--- src/rtl/ram_bus_bridge.sv ---
// Bridges a valid/ready memory bus onto a single-port 1024x32 SRAM macro.
// Define RAM_BRIDGE_INIT_EN to clear the macro to INIT_VAL after every reset.
module ram_bus_bridge #(
    parameter logic [31:0] INIT_VAL = 32'h0000_0000
) (
    input  logic        clk_i,
    input  logic        rst_n_i,
    input  logic        mem_valid_i,
    output logic        mem_ready_o,
    input  logic [31:0] mem_addr_i,
    input  logic [31:0] mem_wdata_i,
    input  logic [3:0]  mem_wstrb_i,
    output logic [31:0] mem_rdata_o,
    output logic        sram_cs_o,
    output logic        sram_wren_o,
    output logic [9:0]  sram_addr_o,
    output logic [31:0] sram_data_o,
    output logic [3:0]  sram_mask_o,
    input  logic [31:0] sram_data_i,
    output logic        init_done_o
);

    typedef enum logic [1:0] {
        IDLE = 2'd0,
        INIT = 2'd1,
        RD   = 2'd2,
        RESP = 2'd3
    } state_e;

`ifdef RAM_BRIDGE_INIT_EN
    localparam state_e RESET_STATE = INIT;
`else
    localparam state_e RESET_STATE = IDLE;
`endif

    state_e      state_q;
    logic        ready_q;
    logic [31:0] rdata_q;
    logic        is_write;
    logic        accept;

`ifdef RAM_BRIDGE_INIT_EN
    logic [9:0]  init_cnt_q;
    logic        init_done_q;
`endif

    assign is_write = (mem_wstrb_i != 4'h0);
    // Gated by reset so a request presented while reset is low never reaches the macro.
    assign accept   = rst_n_i && (state_q == IDLE) && mem_valid_i;

    // NOTE: sequential state uses non-blocking assignments so every register samples pre-edge values.
    always_ff @(posedge clk_i) begin
        if (!rst_n_i) begin
            state_q     <= RESET_STATE;
            ready_q     <= 1'b0;
            rdata_q     <= 32'h0000_0000;
`ifdef RAM_BRIDGE_INIT_EN
            init_cnt_q  <= 10'd0;
            init_done_q <= 1'b0;
`endif
        end else begin
            ready_q <= 1'b0;
            case (state_q)
                IDLE: begin
                    if (mem_valid_i) begin
                        if (is_write) begin
                            state_q <= RESP;
                            ready_q <= 1'b1;
                        end else begin
                            state_q <= RD;
                        end
                    end
                end
                RD: begin
                    // Macro read data is valid the cycle after the read strobe.
                    rdata_q <= sram_data_i;
                    state_q <= RESP;
                    ready_q <= 1'b1;
                end
                RESP: begin
                    state_q <= IDLE;
                end
`ifdef RAM_BRIDGE_INIT_EN
                INIT: begin
                    if (&init_cnt_q) begin
                        state_q     <= IDLE;
                        init_done_q <= 1'b1;
                    end else begin
                        init_cnt_q  <= init_cnt_q + 10'd1;
                    end
                end
`endif
                default: begin
                    state_q <= IDLE;
                end
            endcase
        end
    end

    // NOTE: every output of this block gets a default first, so no latch can be inferred.
    always_comb begin
        sram_cs_o   = 1'b0;
        sram_wren_o = 1'b0;
        sram_addr_o = mem_addr_i[11:2];
        sram_data_o = mem_wdata_i;
        sram_mask_o = 4'h0;
        if (accept) begin
            sram_cs_o   = 1'b1;
            sram_wren_o = is_write;
            sram_mask_o = mem_wstrb_i;
        end
`ifdef RAM_BRIDGE_INIT_EN
        if (rst_n_i && (state_q == INIT)) begin
            sram_cs_o   = 1'b1;
            sram_wren_o = 1'b1;
            sram_addr_o = init_cnt_q;
            sram_data_o = INIT_VAL;
            sram_mask_o = 4'hF;
        end
`endif
    end

    assign mem_ready_o = ready_q;
    assign mem_rdata_o = rdata_q;

`ifdef RAM_BRIDGE_INIT_EN
    assign init_done_o = init_done_q;

    logic unused_addr_bits;
    assign unused_addr_bits = ^{mem_addr_i[31:12], mem_addr_i[1:0]};
`else
    assign init_done_o = 1'b1;

    // Only word-address bits matter; INIT_VAL has no effect without power-on clear.
    logic unused_addr_bits;
    assign unused_addr_bits = ^{mem_addr_i[31:12], mem_addr_i[1:0], INIT_VAL};
`endif

endmodule

--- config.mk ---
export PLATFORM = sky130hd
export DESIGN_NAME = ram_bus_bridge
export DESIGN_NICKNAME = d
export VERILOG_FILES = /design/src/rtl/ram_bus_bridge.sv
export SDC_FILE = /design/constraint.sdc
export NUM_CORES = 1
export LEC_CHECK = 0
export ABC_CLOCK_PERIOD_IN_PS = 2600
export BUFFER_PORTS_ARGS = -buffer_cell sky130_fd_sc_hd__buf_2
export CAP_MARGIN = 10
export CORE_UTILIZATION = 30
export CTS_BUF_LIST = sky130_fd_sc_hd__clkbuf_4 sky130_fd_sc_hd__clkbuf_8
export DETAILED_ROUTE_END_ITERATION = 6
export PLACE_DENSITY = 0.74
export RECOVER_POWER = 25
export SETUP_SLACK_MARGIN = 0.4
export SYNTH_ARGS = -nofsm -noshare
export SYNTH_HDL_FRONTEND = slang
export SYNTH_SLANG_ARGS = --single-unit
--- constraint.sdc ---
create_clock -name clk_i -period 2.6 [get_ports clk_i]
set_input_delay 0.13 -clock clk_i [delete_from_list [all_inputs] [get_ports clk_i]]
set_output_delay 0.13 -clock clk_i [all_outputs]
set_load 0.01 [all_outputs]
* After elaboration in Yosys (flattened, before gate mapping) *
Index checks and enable logic that the tools add are counted.

operators by class
  equal/unequal tests = 2
  muxes and demuxes = 9
  reduce and logical (&&, ||, !) cells = 4

operators by type and width
  cell                                   number
  1-bit 2-to-1 mux                       5
  4-bit 2-to-1 mux                       1
  2-bit one-hot mux with 2 select lines  1
  4-bit nonzero test                     1
  2-bit == test, second input constant   1
  1-bit logical AND                      2
  2-bit logical NOT                      1
  2-bit 2-to-1 mux                       1
  2-bit != test, second input constant   1
  1-bit one-hot mux with 2 select lines  1

storage, ports and cells
  register bits after elaboration = 35
  input bits = 103
  output and inout bits = 82
  logic and storage cells = 18

* Logic depth before layout (Yosys ltp) *
Gate-level depths: netlist of run 1.

  depth after elaboration = 4
  mapped depth = 5
  mapped depth without buffers = 3

* Worst setup path after synthesis of run 1 *
OpenSTA, ideal clock, no wires.

  path type = flip-flop to output port
  from = reg state_q[1]
  to = out sram_mask_o[0]
  arrival = 0.870 ns
  required time = 2.470 ns
  path slack = 1.600 ns
  stages on the path, launching flop included = 3
  buffers on the path = 0
  path through = dfxtp_1 -> and4bb_2 -> and2_2

on the way
  word-level cells in the longest chain between the ends = 4

ends and longest elaborated chain
  element                         line  source
  from (decl)                     36    state_e state_q;
  from (signal assigned)          54    state_q <= RESET_STATE;
  from (signal assigned)          67    state_q <= RESP;
  from (signal assigned)          70    state_q <= RD;
  2-bit logical NOT               49    assign accept = rst_n_i && (state_q == IDLE) && mem_valid_i;
  1-bit logical AND (2 in a row)  49
  4-bit 2-to-1 mux                107   if (accept) begin
  to (decl)                       18    output logic [3:0] sram_mask_o,

Every way passes these cells.

* Final worst setup path of run 1 *
  from = reg state_q[1]
  to = reg rdata_q[21] (netlist: mem_rdata_o[21])

on the way
  word-level cells in the longest chain between the ends = 1

ends and longest elaborated chain
  element               line  source
  2-bit == test         63    case (state_q)
  to (signal assigned)  76    rdata_q <= sram_data_i;
  to (decl)             38    logic [31:0] rdata_q;

Every way passes these cells.
A chain may end at the register's enable or synchronous reset.

==> qor.csv, run 1 <==
stage,metric,value,unit
yosys,leading area contributor after synthesis,dfxtp_1,
clock_network,clk buf depth,2,
clock_network,Resized cells post-CTS,0,
global_routing,first-pass GRT wire length,5420,µm
setup_path,crit path max fanout,17,
placed_design,Routability Congestion,0.686,
sta,post-layout minimum cycle time,1.67,ns
clock_network,CTS Sinks,35,
layout,Area Growth Syn to Fin,12.2,%
sta,RSZ-0062 raised after global routing,false,
yosys,Netlist cell types,18,
sta,clk_skew,0.00278,ns
setup_path,Setup crit start,state_q[1],
clock_network,post-CTS setup buffers,0,
setup_path,Worst Path Required,2.80,ns
clock_network,htree depth,2,
power,Power Density,632,nW/µm²
setup_path,Startpoint Class,flip-flop,
setup_path,Setup CP Type,reg -> reg,
sta,final hold viol count,0,
drt,Detailed Route Iter0 Violations,45,
yosys,post-synthesis sequential area ratio,0.419,
sta,fin crit share,0.642,
sta,final setup margin,0.931,ns
placed_design,Setup WS pre-CTS,0.894,ns
layout,Filler cells,563,
drt,final WL,3160,µm
power,"Power, Total",1.18,mW
yosys,#FFs+latches synth,35,
sta,setup TNS,0,ns
global_routing,GRT Residual Overflow,0,
global_routing,antenna violations before repair,0,
hold_path,worst min-delay path startpoint,sram_data_i[18],
setup_path,worst r2r src,state_q[1],
drt,# DRC,0,
layout,number of diodes,0,
power,Comb power frac,0.139,
yosys,synthesized instance count,198,
drt,DRT Pass-1 Iters,5,
setup_path,Critical Path End Type,flip-flop,
sta,Tightest Pin Transition,0.669,ns
layout,layout net count,334,
drt,DRT antenna net count,0,
floorplan,Die ar.,5870,µm²
yosys,post-synth top area share,0.419,
setup_path,R2R setup slack,0.93,ns
yosys,mean post-synth cell area,8.44,µm²
floorplan,Cell Rows,26,
floorplan,I/O pins,185,
run_status,outcome,"complete, no violations",
clock_network,CTS Buf Count,5,
power,clock network power share,0.369,
clock_network,CTS tree,done,
sta,f_max,599,MHz
sta,worst hold slack,0.0796,ns
power,P_int,897,µW
drt,vias,1271,
clock_network,"CTS clk-pin slew, worst paths",0.07,ns
layout,Multi-input gate area,582,µm²
yosys,dominant cells by area after synthesis,"dfxtp_1 42%, buf_4 20%, nand2_1 14%, a21boi_1 13%, buf_6 2.0%",
power,P_sw,288,µW
global_routing,number of global-route vias before repair,1216,
floorplan,Initial Util,0.319,
global_routing,Total Routing Usage GR,0.115,
yosys,Mapped Area,1670,µm²
clock_network,Clock Tree Root,clkbuf_8,
power,leakage power,0.887,nW
layout,"most common cell after layout, fill and taps aside",buf_2,
hold_path,HP Class,in -> reg,
layout,share of layout cells above drive strength 1,0.392,
power,sequential fraction of design power,0.492,
clock_network,Skew-Pair Late Insertion Delay,0.28,ns
placed_design,port bufs,77,
yosys,syn_nets,301,
sta,count of final setup violators,0,
layout,most frequent cells in the layout,"77 x buf_2, 64 x nand2_1, 35 x dfxtp_1, 30 x a21boi_1, 7 x clkbuf_8",
setup_path,Critical Path AT,1.87,ns
floorplan,Die Y,76.6,µm
placed_design,hpwl dp,2210,µm
global_routing,pin count of the biggest net entering global routing,35,
run,Maximum Capacitance Violations,0,
layout,Seq. cell area,701,µm²
power,Sw Share,0.243,
drt,Avg WL per Cell,10.5,µm
sta,fin. max-slew vios,0,
floorplan,Core Region,5240,µm²
drt,vias per cell,4.21,
clock_network,cts hold-fix bufs,0,
yosys,Synth Warn #,0,
power,worst vdd ir,0.217,mV
floorplan,Die W,76.6,µm
sta,Slew HR,0.552,
-- sequential cells by signal, indices dropped and copies added (netlist names) --
register / count
state_q: 2
mem_rdata_o: 32
mem_ready_o: 1
-- cells in the mapped netlist --
master and instances:
a21boi_0 2, a21boi_1 30, and2_1 4, and2_2 1, and4bb_2 1, buf_2 3, buf_4 44, buf_6 3
clkbuf_1 3, conb_1 1, dfxtp_1 35, nand2_1 64, nand2b_1 1, nor2_1 1, nor2b_1 1, nor3b_1 1
o21a_1 2, or4_4 1
-- final cells by class --
class / instances / area share
multi-input cells: 110 / 0.310
flip-flops and latches: 35 / 0.374
well taps: 70 / 0.0467
repair buffers: 79 / 0.214
clock buffers: 8 / 0.0554
-- per-stage QoR --
step / utilization / instances / area [µm²]
floorplan: - / 198 / 1670
CTS: 0.358 / 302 / 1870
finish: 0.358 / 302 / 1870
global placement: 0.338 / 294 / 1770
global route: 0.358 / 302 / 1870
detailed placement: 0.338 / 294 / 1770
-- worst paths after layout --
check	end	depth (start not counted)
worst max-delay path	mem_rdata_o[21]	4
worst min-delay path	mem_rdata_o[18]	3
worst max register to register	mem_rdata_o[21]	4
worst min register to register	mem_rdata_o[20]	2
-- worst max-delay path, stage by stage (launching register included) --
cell	delay (ns)
dfxtp_1	0.41
nor2b_2	0.60
buf_4	0.34
nand2_1	0.07
a21boi_0	0.16
-- power by group through the flow --
stage	registers, mW	clock network (mW)	logic [mW]
2_1_floorplan	0.610	0	0.151
3_3_place_gp	0.595	0	0.165
3_5_place_dp	0.596	0	0.168
4_1_cts	0.584	0.457	0.168
5_1_grt	0.587	0.481	0.186
6_report	0.583	0.437	0.164
-- logic make-up (layout without fill, tap and decap cells) --
logic type / after synthesis / in the layout / share of synthesized area
AOI/OAI and AO/OA: 34 / 34 / 0.153
buffers and inverters: 53 / 87 / 0.234
other: 1 / 1 / 0.00225
and+or+nand+nor: 75 / 75 / 0.192
DFF: 35 / 35 / 0.419
-- metal layers --
metal | GRT usage | wire length [µm]
met4 | 0.0558 | 39
met2 | 0.199 | 1520
met5 | 0 | 0
met1 | 0.123 | 1350
met3 | 0.0419 | 257
(Power assumes the default switching activity.)
==> run 2: changes to the inputs <==
--- a/config.mk
+++ b/config.mk
@@ -5,13 +5,14 @@
 export SDC_FILE = /design/constraint.sdc
 export NUM_CORES = 1
 export LEC_CHECK = 0
-export ABC_CLOCK_PERIOD_IN_PS = 2600
+export ABC_AREA = 1
+export ABC_CLOCK_PERIOD_IN_PS = 1600
 export BUFFER_PORTS_ARGS = -buffer_cell sky130_fd_sc_hd__buf_2
 export CAP_MARGIN = 10
 export CORE_UTILIZATION = 30
 export CTS_BUF_LIST = sky130_fd_sc_hd__clkbuf_4 sky130_fd_sc_hd__clkbuf_8
 export DETAILED_ROUTE_END_ITERATION = 6
-export PLACE_DENSITY = 0.74
+export PLACE_DENSITY = 0.72
 export RECOVER_POWER = 25
 export SETUP_SLACK_MARGIN = 0.4
 export SYNTH_ARGS = -nofsm -noshare
==> constraint.sdc (replaced) <==
create_clock -name clk_i -period 1.6 [get_ports clk_i]
set_input_delay 0.08 -clock clk_i [delete_from_list [all_inputs] [get_ports clk_i]]
set_output_delay 0.08 -clock clk_i [all_outputs]
set_load 0.01 [all_outputs]
==> run 2 against run 1 <==
  * Die area up 8.9%
  * Synthesized cell count is 24% higher
  * Wire length up 27%
  * Critical path type is now reg -> out
  * Largest cell class unchanged
==> qor.csv, run 2 <==
stage,metric,value,unit,change
yosys,post-synth top area share,0.384,,was 0.419
floorplan,Die ar.,6390,µm²,was 5870 µm²
yosys,synthesized instance count,246,,was 198
global_routing,pin count of the biggest net entering global routing,19,,was 35
drt,DRT antenna net count,0,,unchanged
layout,"most common cell after layout, fill and taps aside",buf_2,,unchanged
yosys,Netlist cell types,16,,was 18
floorplan,Die Y,80.0,µm,was 76.6 µm
yosys,syn_nets,349,,was 301
sta,count of final setup violators,0,,unchanged
run_status,outcome,"complete, no violations",,unchanged
floorplan,Core Region,5890,µm²,was 5240 µm²
setup_path,worst flop-to-flop path endpoint,mem_rdata_o[20],,was mem_rdata_o[21]
yosys,"Async S/R FF share, synth",0,,unchanged
layout,post-layout util,0.356,,was 0.358
yosys,Synth Warn #,0,,unchanged
drt,vias,1588,,"was 1,271"
sta,f_max,824,MHz,
setup_path,Reg2Reg Depth,6,,was 4
drt,Avg WL per Cell,11.1,µm,was 10.5 µm
drt,# DRC,0,,unchanged
yosys,number of synthesized flops with an enable pin,0,,unchanged
placed_design,port bufs,77,,unchanged
clock_network,CTS tree,done,,unchanged
global_routing,Total Routing Usage GR,0.129,,was 0.115
sta,final hold viol count,0,,unchanged
yosys,Synth Flop Type,dfxtp_1,,unchanged
placed_design,Post-DP Area,1940,µm²,was 1770 µm²
layout,share of layout cells above drive strength 1,0.372,,was 0.392
sta,RSZ-0062 raised after global routing,true,,was false
layout,Finished Cell Area,2090,µm²,was 1870 µm²
global_routing,GRT Residual Overflow,0,,unchanged
setup_path,Critical Path End Type,output port,,was flip-flop
sta,fin. max-slew vios,0,,unchanged
setup_path,R2R setup slack,0.52,ns,was 0.93 ns
layout,Area Growth Syn to Fin,14.8,%,was 12.2%
power,worst vdd ir,0.338,mV,was 0.217 mV
yosys,Mapped Area,1820,µm²,was 1670 µm²
drt,DRT Pass-1 Iters,4,,was 5
sta,clk_skew,0.00580,ns,was 0.00278 ns
power,Power Density,1020,nW/µm²,was 632 nW/µm²
setup_path,worst r2r src,state_q[1],,unchanged
yosys,dominant cells by area after synthesis,"dfxtp_1 38%, buf_4 18%, nor2_1 15%, nand3b_1 13%, nand2_1 7.4%",,"was dfxtp_1 42%, buf_4 20%, nand2_1 14%, a21boi_1 13%, buf_6 2.0%"
global_routing,number of global-route vias before repair,1386,,"was 1,216"
setup_path,Worst Setup EP,sram_mask_o[3],,was mem_rdata_o[21]
global_routing,first-pass GRT wire length,6200,µm,was 5420 µm
clock_network,clk buf depth,2,,unchanged
yosys,most frequent cell after synthesis,nor2_1,,was nand2_1
setup_path,Setup crit start,state_q[1],,unchanged
floorplan,I/O pins,185,,unchanged
layout,Finished Layout Cells,360,,was 302
drt,final WL,4000,µm,was 3160 µm
clock_network,CTS Sinks,35,,unchanged
setup_path,Critical Path AT,1.13,ns,was 1.87 ns
global_routing,antenna violations before repair,0,,unchanged
floorplan,Cell Rows,28,,was 26
clock_network,cts hold-fix bufs,0,,unchanged
placed_design,hpwl dp,2760,µm,was 2210 µm
clock_network,Skew-Pair Late Insertion Delay,0.28,ns,about the same
placed_design,placed insts,348,,was 294
clock_network,"CTS clk-pin slew, worst paths",0.07,ns,about the same
clock_network,htree depth,2,,unchanged
setup_path,Worst Path Required,1.52,ns,was 2.80 ns
layout,number of diodes,0,,unchanged
power,"Power, Total",2.14,mW,was 1.18 mW
power,leakage power,1.09,nW,was 0.887 nW
drt,Detailed Route Iter0 Violations,52,,was 45
yosys,leading area contributor after synthesis,dfxtp_1,,unchanged
clock_network,CTS Buf Count,5,,unchanged
hold_path,HP Class,in -> reg,,unchanged
sta,fin crit share,0.758,,
clock_network,Clock Tree Root,clkbuf_8,,unchanged
drt,vias per cell,4.41,,was 4.21
floorplan,Initial Util,0.310,,was 0.319
setup_path,Setup CP Type,reg -> out,,was reg -> reg
setup_path,crit path max fanout,4,,was 17
floorplan,Die W,80.0,µm,was 76.6 µm
layout,most frequent cells in the layout,"77 x buf_2, 71 x nor2_1, 34 x nand2_1, 33 x dfxtp_1, 32 x nand3b_1",,"was 77 x buf_2, 64 x nand2_1, 35 x dfxtp_1, 30 x a21boi_1, 7 x clkbuf_8"
yosys,commonest cells in the netlist,"72 x nor2_1, 44 x buf_4, 36 x nand2_1",,"was 64 x nand2_1, 44 x buf_4, 35 x dfxtp_1"
yosys,post-synthesis sequential area ratio,0.384,,was 0.419
yosys,#FFs+latches synth,35,,unchanged
sta,setup TNS,0,ns,unchanged
yosys,mean post-synth cell area,7.41,µm²,was 8.44 µm²
layout,Largest register FFs,32,,unchanged
run,Maximum Capacitance Violations,0,,unchanged
layout,layout net count,387,,was 334
setup_path,Startpoint Class,flip-flop,,unchanged
placed_design,Routability Congestion,0.669,,was 0.686
sta,post-layout minimum cycle time,1.21,ns,
-- run 2: cell types whose count changed in the layout (fill, tap and decap cells not counted), sizes merged, moves of 2 or more --
cell / before / now
nor2: 1 / 74
inv: 0 / 9
o21a: 2 / 0
and2: 5 / 1
nand2: 64 / 36
nand3b: 0 / 32
a21boi: 32 / 0
buf: 79 / 88
-- run 2: per-layer routing --
| metal | global-route usage | wire, µm | up-vias |
|---|---|---|---|
| met5 | 0 | 0 | - |
| met4 | 0.0768 | 127 | 0 |
| met3 | 0.0423 | 313 | 22 |
| met2 | 0.218 | 1850 | 66 |
| met1 | 0.139 | 1710 | 721 |
| li1 | - | - | 779 |
-- run 2: power by group --
| part | internal, mW | leakage [nW] | total, mW | switching, mW |
|---|---|---|---|---|
| clock network | 0.410 | 0.0549 | 0.715 | 0.305 |
| logic | 0.195 | 0.745 | 0.435 | 0.240 |
| registers | 0.949 | 0.289 | 0.986 | 0.0364 |
| total | 1.55 | 1.09 | 2.14 | 0.581 |
-- run 2: worst min-delay path by stage --
stage | slack (ns) | cells past startpoint | to | start
floorplan | 0.25 | 2 | sram_mask_o[0] | mem_wstrb_i[0]
global placement | 0.16 | 0 | sram_data_o[17] | mem_wdata_i[17]
detailed placement | 0.16 | 0 | sram_data_o[17] | mem_wdata_i[17]
CTS | 0.06 | 3 | state_q[1] | mem_valid_i
global route | 0.1 | 4 | mem_rdata_o[3] | sram_data_i[3]
finish | 0.09 | 3 | state_q[1] | mem_valid_i
-- run 2: what timing repair did --
item                                    in CTS  in global routing
endpoints found under the setup margin       5                  5
gates resized for setup                      6                  2
buffers inserted                             3                  1
pin swaps                                    1                  2
-- run 2: per-stage QoR --
| step | setup WS (ns) | hold WS (ns) |
|---|---|---|
| after floorplan | 0.525 | 0.247 |
| after global placement | 0.567 | 0.160 |
| after detailed placement | 0.522 | 0.160 |
| after CTS | 0.372 | 0.0636 |
| after global routing | 0.305 | 0.0999 |
| final | 0.387 | 0.0886 |
-- run 2: worst max-delay path, stage by stage, from the launching register on --
cell and delay (ns):
dfxtp_2 0.34, inv_2 0.06, nand2_2 0.06, nor2_4 0.12, inv_2 0.06, nor2_1 0.08, buf_2 0.13
-- run 2: final cells by class --
| type | instances | area (µm²) |
|---|---|---|
| clock buffers | 8 | 104 |
| fillers | 626 | 3790 |
| inverters | 9 | 33.8 |
| multi-input cells | 145 | 691 |
| flip-flops and latches | 35 | 703 |
| well taps | 75 | 93.8 |
| repair buffers | 88 | 468 |
-- run 2: kinds of logic after synthesis --
| logic type | count (synthesis) | synth area share |
|---|---|---|
| buffers and inverters | 66 | 0.244 |
| DFF | 35 | 0.384 |
| other | 1 | 0.00206 |
| and+or+nand+nor | 144 | 0.370 |
